**src/rtl/traffic_pkg.sv**
```systemverilog
// Shared light codes, approach indices, FSM states and the light-head decode for the junction sequencer.
// Pure definitions: no latency, no flow control.
package traffic_pkg;

    localparam logic [2:0] LT_RED = 3'b100;
    localparam logic [2:0] LT_YEL = 3'b010;
    localparam logic [2:0] LT_GRN = 3'b001;

    localparam logic [1:0] AP_RS = 2'd0;
    localparam logic [1:0] AP_RD = 2'd1;
    localparam logic [1:0] AP_RT = 2'd2;
    localparam logic [1:0] AP_LD = 2'd3;

    typedef enum logic [2:0] {
        ALLRED   = 3'd0,
        GREEN    = 3'd1,
        YELLOW   = 3'd2,
        EMG_HOLD = 3'd3
    } phase_state_e;

    // Heads packed as {LD, RT, RD, RS}; only the granted approach may leave red.
    function automatic logic [11:0] light_decode(input phase_state_e st, input logic [1:0] ph);
        logic [11:0] l;
        l = {4{LT_RED}};
        case (st)
            GREEN, EMG_HOLD: l[3*int'(ph) +: 3] = LT_GRN;
            YELLOW:          l[3*int'(ph) +: 3] = LT_YEL;
            default:         l = {4{LT_RED}};
        endcase
        return l;
    endfunction

endpackage

```
**src/rtl/rr_arbiter4.sv**
```systemverilog
// Rotate-priority pick among four requesters, searching last+1, +2, +3, +0; falls back to last+1 when idle.
// Purely combinational, zero latency; no backpressure.
module rr_arbiter4 (
    input  logic [3:0] req,
    input  logic [1:0] last,
    output logic [1:0] grant_idx,
    output logic       any
);

    always_comb begin
        grant_idx = last + 2'd1;
        any       = |req;
        // Walk from the farthest candidate back so the nearest requester wins.
        for (int k = 4; k >= 1; k--) begin
            if (req[2'(last + 2'(k))]) begin
                grant_idx = 2'(last + 2'(k));
            end
        end
    end

endmodule

```
**src/rtl/traffic_phase_scheduler.sv**
```systemverilog
// Demand-driven junction sequencer: round-robin green with min/max green, yellow, all-red and emergency hold.
// Lights are registered and change on the edge entering a state; inputs are levels, no backpressure.
module traffic_phase_scheduler
    import traffic_pkg::*;
#(
    parameter int TICK_DIV  = 1,
    parameter int GREEN_MIN = 5,
    parameter int GREEN_MAX = 15,
    parameter int YELLOW_T  = 3,
    parameter int ALLRED_T  = 1
) (
    input  logic       clk,
    input  logic       rst,
    input  logic [3:0] req,
    input  logic       emg_valid,
    input  logic [1:0] emg_dir,
    output logic       emg_ack,
    output logic [2:0] light_RS,
    output logic [2:0] light_RD,
    output logic [2:0] light_RT,
    output logic [2:0] light_LD,
    output logic [1:0] active_phase,
    output logic [2:0] phase_state
);

    localparam int TW = 16;
    // Each bound is the timer value on a state's final cycle, so a D-tick state spans D*TICK_DIV cycles.
    localparam logic [TW-1:0] G_MIN_LAST = TW'(GREEN_MIN * TICK_DIV - 1);
    localparam logic [TW-1:0] G_MAX_LAST = TW'(GREEN_MAX * TICK_DIV - 1);
    localparam logic [TW-1:0] Y_LAST     = TW'(YELLOW_T * TICK_DIV - 1);
    localparam logic [TW-1:0] AR_LAST    = TW'(ALLRED_T * TICK_DIV - 1);

    phase_state_e  state_q, state_d;
    logic [TW-1:0] timer_q, timer_d;
    logic [1:0]    phase_q, phase_d;
    logic [11:0]   lights_q, lights_d;
    logic          emg_ack_q, emg_ack_d;
    logic [1:0]    rr_grant;
    logic          rr_any;
    logic          competing;

    rr_arbiter4 u_rr (
        .req       (req),
        .last      (phase_q),
        .grant_idx (rr_grant),
        .any       (rr_any)
    );

    assign competing = |(req & ~(4'b0001 << phase_q));

    always_comb begin
        state_d = state_q;
        phase_d = phase_q;
        case (state_q)
            GREEN: begin
                // Max-green expiry takes precedence over a same-approach emergency.
                if (timer_q == G_MAX_LAST) begin
                    state_d = YELLOW;
                end else if (emg_valid) begin
                    if (emg_dir == phase_q) begin
                        state_d = EMG_HOLD;
                    end else begin
                        state_d = YELLOW;
                    end
                end else if ((timer_q >= G_MIN_LAST) && competing) begin
                    state_d = YELLOW;
                end
            end
            YELLOW: begin
                if (timer_q == Y_LAST) begin
                    state_d = ALLRED;
                end
            end
            ALLRED: begin
                if (timer_q == AR_LAST) begin
                    if (emg_valid) begin
                        state_d = EMG_HOLD;
                        phase_d = emg_dir;
                    end else begin
                        state_d = GREEN;
                        phase_d = rr_any ? rr_grant : phase_q + 2'd1;
                    end
                end
            end
            EMG_HOLD: begin
                if (!emg_valid) begin
                    state_d = YELLOW;
                end
            end
            default: begin
                state_d = ALLRED;
            end
        endcase

        if (state_d != state_q) begin
            timer_d = '0;
        end else if (timer_q == {TW{1'b1}}) begin
            timer_d = timer_q;
        end else begin
            timer_d = timer_q + 1'b1;
        end

        lights_d  = light_decode(state_d, phase_d);
        emg_ack_d = (state_d == EMG_HOLD);
    end

    always_ff @(posedge clk or posedge rst) begin
        if (rst) begin
            state_q   <= ALLRED;
            timer_q   <= '0;
            phase_q   <= AP_LD;
            lights_q  <= {4{LT_RED}};
            emg_ack_q <= 1'b0;
        end else begin
            state_q   <= state_d;
            timer_q   <= timer_d;
            phase_q   <= phase_d;
            lights_q  <= lights_d;
            emg_ack_q <= emg_ack_d;
        end
    end

    assign light_RS     = lights_q[2:0];
    assign light_RD     = lights_q[5:3];
    assign light_RT     = lights_q[8:6];
    assign light_LD     = lights_q[11:9];
    assign active_phase = phase_q;
    assign phase_state  = state_q;
    assign emg_ack      = emg_ack_q;

endmodule

```
**config.mk**
```make
export PLATFORM = sky130hd
export DESIGN_NAME = traffic_phase_scheduler
export DESIGN_NICKNAME = d
export VERILOG_FILES = /design/src/rtl/traffic_pkg.sv /design/src/rtl/rr_arbiter4.sv /design/src/rtl/traffic_phase_scheduler.sv
export SDC_FILE = /design/constraint.sdc
export NUM_CORES = 1
export LEC_CHECK = 0
export CAP_MARGIN = 20
export CORE_MARGIN = 2
export CORE_UTILIZATION = 50
export CTS_CLUSTER_DIAMETER = 30
export DETAILED_ROUTE_END_ITERATION = 8
export GPL_TIMING_DRIVEN = 0
export PLACE_DENSITY = 0.73
export SYNTH_ARGS = -nofsm -noshare
export SYNTH_HDL_FRONTEND = slang
export SYNTH_SLANG_ARGS = --single-unit
```
**constraint.sdc**
```tcl
create_clock -name clk -period 8.6 [get_ports clk]
set_input_delay 0.86 -clock clk [delete_from_list [all_inputs] [get_ports clk]]
set_output_delay 0.86 -clock clk [all_outputs]
set_load 0.01 [all_outputs]
```
Yosys cells after proc, flatten, opt, wreduce, memory -nomap -nowiden
Index checks and enable logic that the tools add are counted.
W data, S select, Z words.
{"block": "word_totals", "register_bits": 34, "out_inout_bits": 18, "word_cells": 73}
{"block": "classes", "n_addsub": 5, "mul": 1, "n_lt_le_gt_ge": 5, "n_eq_ne": 12, "n_shift": 4, "n_mux": 28, "n_bitwise": 7, "reduce_logical": 6}
{"op": "$shiftx A3 B33 Y12 const A", "n": 2}
{"op": "$neg A4 Y33", "n": 1}
{"op": "$shift A3 B33 Y12 const A", "n": 1}
{"op": "$mux W16", "n": 2}
{"op": "$pmux W12 S2", "n": 1}
{"op": "$mux W2", "n": 9}
{"op": "$mux W3", "n": 6}
{"op": "$add A16 B1 Y16 const B", "n": 1}
{"op": "$and A8 B8 Y8", "n": 2}
{"op": "$eq A16 B16 Y1 const B", "n": 1}
{"op": "$eq A16 B2 Y1 const B", "n": 1}
{"op": "$eq A16 B4 Y1 const B", "n": 1}
{"op": "$ge A16 B3 Y1 const B", "n": 1}
{"op": "$logic_not A16 Y1", "n": 1}
{"op": "$eq A3 B2 Y1 const B", "n": 4}
{"op": "$lt A2 B3 Y1 const B", "n": 4}
{"op": "$pmux W3 S4", "n": 1}
{"op": "$bmux W1 S2", "n": 4}
{"op": "$not A4 Y4", "n": 2}
{"op": "$or A4 B4 Y4", "n": 2}
{"op": "$reduce_or A4 Y1", "n": 2}
{"op": "$eq A3 B1 Y1 const B", "n": 2}
{"op": "$mux W1", "n": 5}
{"op": "$add A2 B2 Y2 const B", "n": 2}
{"op": "10 further kinds", "n": 10}

Depth between registers and ports, before layout
Gate-level depths: netlist of run 1.
{"block": "logic_depth", "word_depth": 16, "ltp_mapped": 12}

Hierarchy
From an unflattened synthesis of run 1, not the netlist that was laid out.
{"block": "hier_totals", "hier_cells": 223, "area_unflattened_um2": 2052.0}
{"module": "traffic_phase_scheduler", "n_inst": 1, "cells_per_inst": 205, "area_each_um2": 1936.9}
{"module": "rr_arbiter4", "n_inst": 1, "cells_per_inst": 18, "area_each_um2": 115.1}

Worst setup path after synthesis of run 1
OpenSTA, ideal clock, no wires.
{"block": "synth_timing", "path_kind": "reg2reg", "start": "register phase_q[0], in the netlist active_phase[0]", "end": "register lights_q[1]", "setup_time_ns": 0.101, "t_arrival_ns": 2.666, "required_ns": 8.499, "setup_slack_ns": 5.833, "stages_incl_launch_ff": 13, "n_path_buf": 3, "path_cell_list": "dfstp_2 > buf_6 > inv_1 > ha_1 > buf_2 > mux2_2 > a311oi_1 > o211ai_1 > mux2i_1 > and2_4 > buf_12 > inv_6 > nor4_1"}
{"block": "synth_between", "elab_chain_cells": 15, "elab_cells_between_ends": 42, "cone_classes": "add/sub (4); mul (1); eq/ne (4); shift (4); mux (22); bitwise (4); reduce/logical (3)"}
{"item": "from (decl)", "line": "traffic_phase_scheduler.sv:35", "text": "logic [1:0] phase_q, phase_d;"}
{"item": "from (signal assigned)", "line": "traffic_phase_scheduler.sv:117", "text": "phase_q <= phase_d;"}
{"item": "$add A2 B2 Y2 / $bmux W1 S2 (equally long branches)", "line": "rr_arbiter4.sv:15, rr_arbiter4.sv:16"}
{"item": "$bmux W1 S2 / $mux W1 (equally long branches)", "line": "rr_arbiter4.sv:15", "text": "if (req[2'(last + 2'(k))]) begin"}
{"item": "$mux W1 (implied by the code) / $mux W2 (equally long branches)", "line": "rr_arbiter4.sv:15"}
{"item": "$mux W2 (3 in a row)", "line": "rr_arbiter4.sv:15"}
{"item": "$mux W2", "line": "traffic_phase_scheduler.sv:81", "text": "phase_d = rr_any ? rr_grant : phase_q + 2'd1;"}
{"item": "$mux W2", "line": "traffic_phase_scheduler.sv:76", "text": "if (emg_valid) begin"}
{"item": "$mux W2", "line": "traffic_phase_scheduler.sv:75", "text": "if (timer_q == AR_LAST) begin"}
{"item": "$mux W2 *", "line": "traffic_phase_scheduler.sv:54", "text": "case (state_q)"}
{"item": "via phase_d[0]", "line": "traffic_phase_scheduler.sv:35"}
{"item": "$mul A2 B2 Y4 *", "line": "traffic_pkg.sv:26, traffic_pkg.sv:27"}
{"item": "$neg A4 Y33 *", "line": "traffic_pkg.sv:26, traffic_pkg.sv:27"}
{"item": "$shiftx A3 B33 Y12, or another cell as far along", "line": "traffic_pkg.sv:27", "text": "YELLOW: l[3*int'(ph) +: 3] = LT_YEL;"}
{"item": "$and A8 B8 Y8 (no line)"}
{"item": "$pmux W12 S2 *", "line": "traffic_pkg.sv:25", "text": "case (st)"}
{"item": "via lights_d[1]", "line": "traffic_phase_scheduler.sv:36", "text": "logic [11:0] lights_q, lights_d;"}
{"item": "to (signal assigned)", "line": "traffic_phase_scheduler.sv:112", "text": "lights_q <= {4{LT_RED}};"}
{"item": "to (signal assigned)", "line": "traffic_phase_scheduler.sv:118", "text": "lights_q <= lights_d;"}
{"item": "to (decl)", "line": "traffic_phase_scheduler.sv:36"}
Mark *: on every way through the listed nets, which the timed path passes. The rest lies on a longest branch. The select of a mux whose other input is x is not followed.
A chain may end at the register's enable or synchronous reset.

Final worst setup path of run 1
{"block": "layout_timing", "start": "register phase_q[0], in the netlist active_phase[0]", "end": "register lights_q[7]"}
The elaborated chain is that of the path after synthesis.

==> impl_metrics.csv, run 1 <==
group,metric,value,unit
global_routing,grt_pass1_vias,1620,
logic_synthesis,synth_top_area_share,33.1,%
sta,setup_tns,0,ns
clock_network,h-tree-depth,2,
cells_and_area,synthToLayoutAreaGrowth,19.4,%
logic_synthesis,syn_nets,235,
logic_synthesis,synth_edf_count,0,
global_routing,overflow,0,
power,irDropWorstVdd,224,uV
logic_synthesis,syn_avg_cell_area,9.67,sq um
clock_network,numClockSinks,34,
worst_setup_path,end_kind,"flop",
placement,dp_slack,5.32,ns
placement,gp_congestion,0.812,
clock_network,clk_latency,0.28,ns
floorplanning,core_area,0.00403,sq mm
cells_and_area,drive_above_1_share,15.1,%
logic_synthesis,synth_seq_cells,34,
floorplanning,rows,23,
logic_synthesis,synthCells,219,
logic_synthesis,yosysUniqueCellTypes,58,
sta,rsz0062_at_grt,"false",
global_routing,grt_pass1_wl,7920,um
run_status,status,"completed",
logic_synthesis,ys_dominant_reg_cell,"dfrtp_1",
routing,met3_length,171,um
cells_and_area,finalNonFillerCells,301,
logic_synthesis,async_reset_ff_share,100,%
sta,max_freq,320,MHz
placement,hpwl,3240,um
logic_synthesis,yosys.area.top_type,"dfrtp_1",
clock_network,cts_buffers,5,
worst_setup_path,arrival,3.31,ns
cells_and_area,fillers,346,
routing,vias_per_cell,5.64,
clock_network,post_cts_resized,0,
placement,dpl.cell_count,293,
routing,drtAntennaViolNets,0,
sta,fin_ws,5.47,ns
routing,wl_met1,2210,um
sta,period_share,36.4,%
sta,holdWs,0.599,ns
routing,vias,1698,
floorplanning,die_height,69.1,um
logic_synthesis,synth_area,0.00212,sq mm
clock_network,cts_tree,"yes",
sta,worstMarginPinSlew,0.760,ns
power,p_per_area,268,mW/mm^2
sta,fin_crit,3.13,ns
clock_network,root_buffer,"clkbuf_8",
routing,drc,0,
cells_and_area,nets,266,
routing,drt-total-wl,4470,um
routing,detail_route.wl_per_cell,14.8,um
routing,wl_met2,2030,um
placement,numPortBuffers,23,
routing,drtPass1Iterations,4,
cells_and_area,antenna_cells,0,
sta,slew-limit-headroom,49.3,%
logic_synthesis,yosysWarnings,0,
logic_synthesis,yosysSeqAreaShare,40.5,%
global_routing,grt_max_degree,19,
power,totalPowerFinal,679,uW
worst_setup_path,worstPathMaxFanout,10,
floorplanning,die_area,0.00477,sq mm
worst_setup_path,critPathKind,"reg -> reg",
clock_network,clk_path_buf_depth,2,
hold_path,hold_path.class,"reg -> reg",
floorplanning,die_width,69.1,um
clock_network,ctsHoldBuffers,0,
global_routing,antenna_found_initial,0,
clock_network,postCtsSetupBuffers,0,
floorplanning,start_util,52.6,%
clock_network,clk_pin_slew,0.07,ns
floorplanning,io_pins,27,
sta,fin_worst_skew,0.00509,ns
sta,hold_viol,0,
worst_setup_path,crit_required,8.78,ns
power,p_leak,1.04,nW
sta,slew_viol_final,0,
sta,setup-violations-final,0,
job,maxCapViolations,0,
logic_synthesis,synth_area_leaders,"dfrtp_1, dfstp_2, nor2_1",
routing,dr.max_layer_used,"met4",
global_routing,grtUsageTotal,20.3,%
worst_setup_path,start_kind,"flop",
routing,drt-initial-drc-count,95,
path summary, 6_finish.rpt:
kind / from / to / slack, ns / depth (start not counted)
max in group asynchronous: rst / lights_q[11]$_DFF_PP1_ / 6.97 / 3
max reg2reg: active_phase[0]$_DFF_PP1_ / lights_q[7]$_DFF_PP0_ / 5.47 / 12
max: active_phase[0]$_DFF_PP1_ / lights_q[7]$_DFF_PP0_ / 5.47 / 12
min: timer_q[3]$_DFFE_PP0P_ / timer_q[3]$_DFFE_PP0P_ / 0.60 / 2
min in group asynchronous: rst / timer_q[0]$_DFFE_PP0P_ / 1.01 / 2
min reg2reg: timer_q[3]$_DFFE_PP0P_ / timer_q[3]$_DFFE_PP0P_ / 0.60 / 2
Yosys cell counts, types with 3 or more instances:
cell      number
nand2b_1       5
a21oi_1        8
dfrtp_1       28
xnor2_1        9
nand2_1       11
o211ai_1       3
xor2_1         5
nand3_1       10
ha_1           7
a31oi_1        3
o21ai_0        4
nor2_1        34
nor4_1         6
nor2b_1        3
dfstp_2        6
nor4_4         3
a211oi_1       4
nor3_1         7
inv_1         13
registers in the layout (all words and copies together) (netlist names):
register,count
emg_ack,1
phase_state,3
lights_q,12
timer_q,16
active_phase,2
cells in the final DEF, fill, tap and decap left out, types with 5 or more instances in the layout:
cell type and count:
nand2b_1 5, nor3_1 7, ha_1 7, a21oi_1 8, nor2_1 34, clkdlybuf4s50_1 23, clkbuf_8 6, nand2_1 11
xor2_1 5, nand3_1 10, inv_1 13, dfstp_2 6, xnor2_1 9, dfrtp_1 28, nor4_1 6
per-layer routing:
| layer | up-vias | global-route usage [%] |
|---|---|---|
| li1 | 842 | - |
| met2 | 33 | 30.9 |
| met1 | 817 | 29.2 |
| met4 | 0 | 5.88 |
| met5 | - | 0 |
| met3 | 6 | 4.39 |
cells by family after synthesis:
kind of cell,count (synthesis),share of synthesized area [%]
compound gates,35,12.0
fa+ha+maj,7,4.13
other cells,1,0.177
flops,34,40.5
buf+inv,22,5.91
simple gates,100,27.9
mux,6,3.60
xor+xnor,14,5.79
worst max-delay path: stages, from the launching register on:
cell and delay [ns]:
dfstp_2 0.62, buf_6 0.17, inv_1 0.13, ha_1 0.31, buf_2 0.19, mux2_2 0.37
a311oi_1 0.28, o211ai_1 0.17, mux2i_1 0.17, and2_4 0.17, buf_12 0.12, inv_6 0.04
nor4_1 0.28
power by group:
part           internal [mW]  leakage [nW]  switching, mW
logic                  0.158         0.548          0.174
clock network         0.0645        0.0482         0.0550
registers              0.197         0.447         0.0305
per-stage QoR:
step | utilization, % | instance area (sq um)
after floorplan | - | 2120
after global placement | 59.8 | 2410
after detailed placement | 60.5 | 2440
after CTS | 62.8 | 2530
after global routing | 62.8 | 2530
final | 62.8 | 2530
cell type report:
cell class | count | area (sq um) | share of cell area [%]
buffer | 7 | 63.8 | 2.52
clock buffer | 7 | 86.3 | 3.41
clock inverter | 1 | 5.00 | 0.198
inverter | 15 | 61.3 | 2.42
multi-input combinational | 163 | 1130 | 44.9
sequential | 34 | 858 | 33.9
tap | 50 | 62.6 | 2.47
timing repair buffer | 24 | 258 | 10.2
Power figures use the tool's default switching activity.
==> run 2: changes to the inputs <==
Settings changed: PLACE_DENSITY 0.73 to 0.76.
Clock period 8.6 ns to 2.8 ns, I/O delays scaled along.
==> run 2 against run 1 <==
- fmax is 18% higher
- non-clock buffer count is 6 higher
- clock-buffer cell count is 1 lower
- via count is 3.1% higher
- sequential power grew to 2.9 times the previous value
- first-iteration DRC count is 34% lower
- cell area is 6.3% higher
- clock skew hardly changed
- core utilization is 4.0 points higher
- routed wire length is 5.4% higher
- critical path depth is 2 lower
- critical endpoint is now lights_q[1]$_DFF_PP0_
- highest routed layer unchanged
==> impl_metrics.csv, run 2 (same netlist as run 1, synthesis figures left out) <==
group,metric,value,unit
run_status,status,"completed",
routing,drt-initial-drc-count,63,
clock_network,numClockSinks,34,
global_routing,grt_max_degree,19,
hold_path,hold_path.class,"in -> async",
power,p_leak,1.11,nW
clock_network,clk_latency,0.29,ns
sta,period_share,94.8,%
clock_network,cts_tree,"yes",
cells_and_area,drive_above_1_share,19.5,%
worst_setup_path,worstPathMaxFanout,7,
worst_setup_path,r2r_cells,10,
sta,worstMarginPinSlew,0.773,ns
global_routing,antenna_found_initial,0,
power,p_int,1.55,mW
clock_network,root_buffer,"clkbuf_8",
worst_setup_path,r2r-end,"lights_q[1]$_DFF_PP0_",
clock_network,ctsHoldBuffers,0,
sta,max_freq,377,MHz
placement,dp_slack,-0.279,ns
worst_setup_path,r2r_start,"active_phase[0]$_DFF_PP1_",
power,p_sw_share,36.5,%
cells_and_area,seqCellArea,858,sq um
power,p_per_area,909,mW/mm^2
clock_network,cts_buffers,5,
routing,vias_per_cell,5.70,
cells_and_area,synthToLayoutAreaGrowth,27.0,%
global_routing,overflow,0,
clock_network,clk_path_buf_depth,2,
cells_and_area,nets,272,
worst_setup_path,end_kind,"flop",
worst_setup_path,timing.critical_path.cells,"buf_6 > clkinvlp_4 > ha_4 > mux2_4 > a311oi_2 > o211ai_1 > mux2i_1 > and2_4 > inv_6 > nor4_4",
global_routing,grt_pass1_vias,1642,
routing,drtAntennaViolNets,0,
worst_setup_path,r2r_setup_slack,0.15,ns
sta,fin_crit,2.65,ns
routing,detail_route.wl_per_cell,15.3,um
clock_network,clk_pin_slew,0.07,ns
job,maxCapViolations,0,
power,irDropWorstVdd,565,uV
worst_setup_path,crit_required,3.00,ns
floorplanning,rows,23,
cells_and_area,layout_commonest_cell,"nor2_1",
placement,numPortBuffers,23,
worst_setup_path,start_kind,"flop",
worst_setup_path,arrival,2.85,ns
floorplanning,die_area,0.00477,sq mm
cells_and_area,fillers,316,
worst_setup_path,cpMaxStageDelayCell,"dfstp_2",
cells_and_area,largest_reg_flops,16,
floorplanning,start_util,52.6,%
power,power.switching,891,uW
routing,drt-total-wl,4710,um
sta,hold_viol,0,
floorplanning,core_area,0.00403,sq mm
worst_setup_path,critPathKind,"reg -> reg",
floorplanning,die_width,69.1,um
cells_and_area,largest-register,"timer_q",
sta,slew-limit-headroom,48.1,%
worst_setup_path,crit_path_max_incr_delay,0.55,ns
cells_and_area,final_cell_mix,"nor2_1, dfrtp_1, clkdlybuf4s50_1",
sta,holdWs,0.385,ns
cells_and_area,antenna_cells,0,
sta,fin_worst_skew,0.00534,ns
routing,vias,1751,
power,pwr-share-seq,27.4,%
floorplanning,io_pins,27,
power,p_comb_share,49.6,%
placement,gp_congestion,0.843,
sta,slew_viol_final,0,
cells_and_area,multi_input_area,0.00120,sq mm
routing,drtPass1Iterations,4,
global_routing,grt_pass1_wl,7650,um
floorplanning,die_height,69.1,um
global_routing,grtUsageTotal,19.9,%
clock_network,h-tree-depth,2,
sta,fin_ws,0.145,ns
placement,hpwl,3190,um
power,pwr-share-clk,23.0,%
routing,drc,0,
sta,setup-violations-final,0,
==> run 2: changes by cell type in the layout (fill, tap and decap cells not counted), moves of 2 or more <==
cell       previous run  this run
buf_4                 1         8
nor4_1                6         3
nor4_4                3         5
bufinv_16             0         2
==> run 2: through the flow <==
step | instances | utilization (%) | setup TNS, ns | power (mW) | area, sq um
5_1_grt | 307 | 66.8 | -0.0142 | 2.58 | 2690
3_3_place_gp | 292 | 59.8 | -1.45 | 1.69 | 2410
3_5_place_dp | 293 | 60.5 | -2.17 | 1.72 | 2440
4_1_cts | 305 | 65.5 | 0 | 2.39 | 2640
6_report | 307 | 66.8 | 0 | 2.44 | 2690
2_1_floorplan | 219 | - | 0 | 1.39 | 2120
==> run 2: area by class of cell <==
type | instances | area share (%)
clock buffers | 6 | 3.07
repair buffers | 32 | 12.0
plain buffers | 5 | 1.44
well taps | 50 | 2.33
inverters | 15 | 2.42
multi-input cells | 163 | 44.6
flip-flops and latches | 34 | 31.9
clock inverters | 2 | 2.23
==> run 2: worst max path at each step <==
stage                                  endpoint                      start  slack [ns]
final                     lights_q[1]$_DFF_PP0_  active_phase[0]$_DFF_PP1_        0.15
after global routing      lights_q[7]$_DFF_PP0_  active_phase[0]$_DFF_PP1_       -0.01
after CTS                 lights_q[1]$_DFF_PP0_  active_phase[0]$_DFF_PP1_     0.00004
after detailed placement  lights_q[1]$_DFF_PP0_  active_phase[0]$_DFF_PP1_       -0.28
after global placement    lights_q[7]$_DFF_PP0_  active_phase[0]$_DFF_PP1_       -0.20
after floorplan           lights_q[1]$_DFF_PP0_  active_phase[0]$_DFF_PP1_        0.03
==> run 2: what timing repair did <==
item / in CTS / in global routing
pin swaps: 2 / 5
gates resized for setup: 6 / 6
buffers inserted: 4 / 4
setup endpoints to repair: 22 / 17
==> run 2: critical path, delay by kind of cell, from the launching register on <==
kind / cells / cell delay [ns]
DFF: 1 / 0.55
muxes: 2 / 0.49
buffers and inverters: 3 / 0.27
adders and majority gates: 1 / 0.32
AOI/OAI and AO/OA: 2 / 0.41
and+or+nand+nor: 2 / 0.51
==> run 2: per-layer routing <==
layer	vias up	global-route usage [%]	share of wire, %
li1	851	-	-
met1	866	26.2	47
met2	27	31.7	48
met3	7	4.68	3.6
met4	0	7.63	1.6
met5	-	0	0
==> run 2: power groups by stage <==
stage          clock [mW]  combinational [mW]  sequential, mW
3_5_place_dp            0                1.01           0.707
6_report            0.563                1.21           0.670
5_1_grt             0.592                1.31           0.680
4_1_cts             0.573                1.15           0.668
3_3_place_gp            0               0.988           0.704
2_1_floorplan           0               0.662           0.728
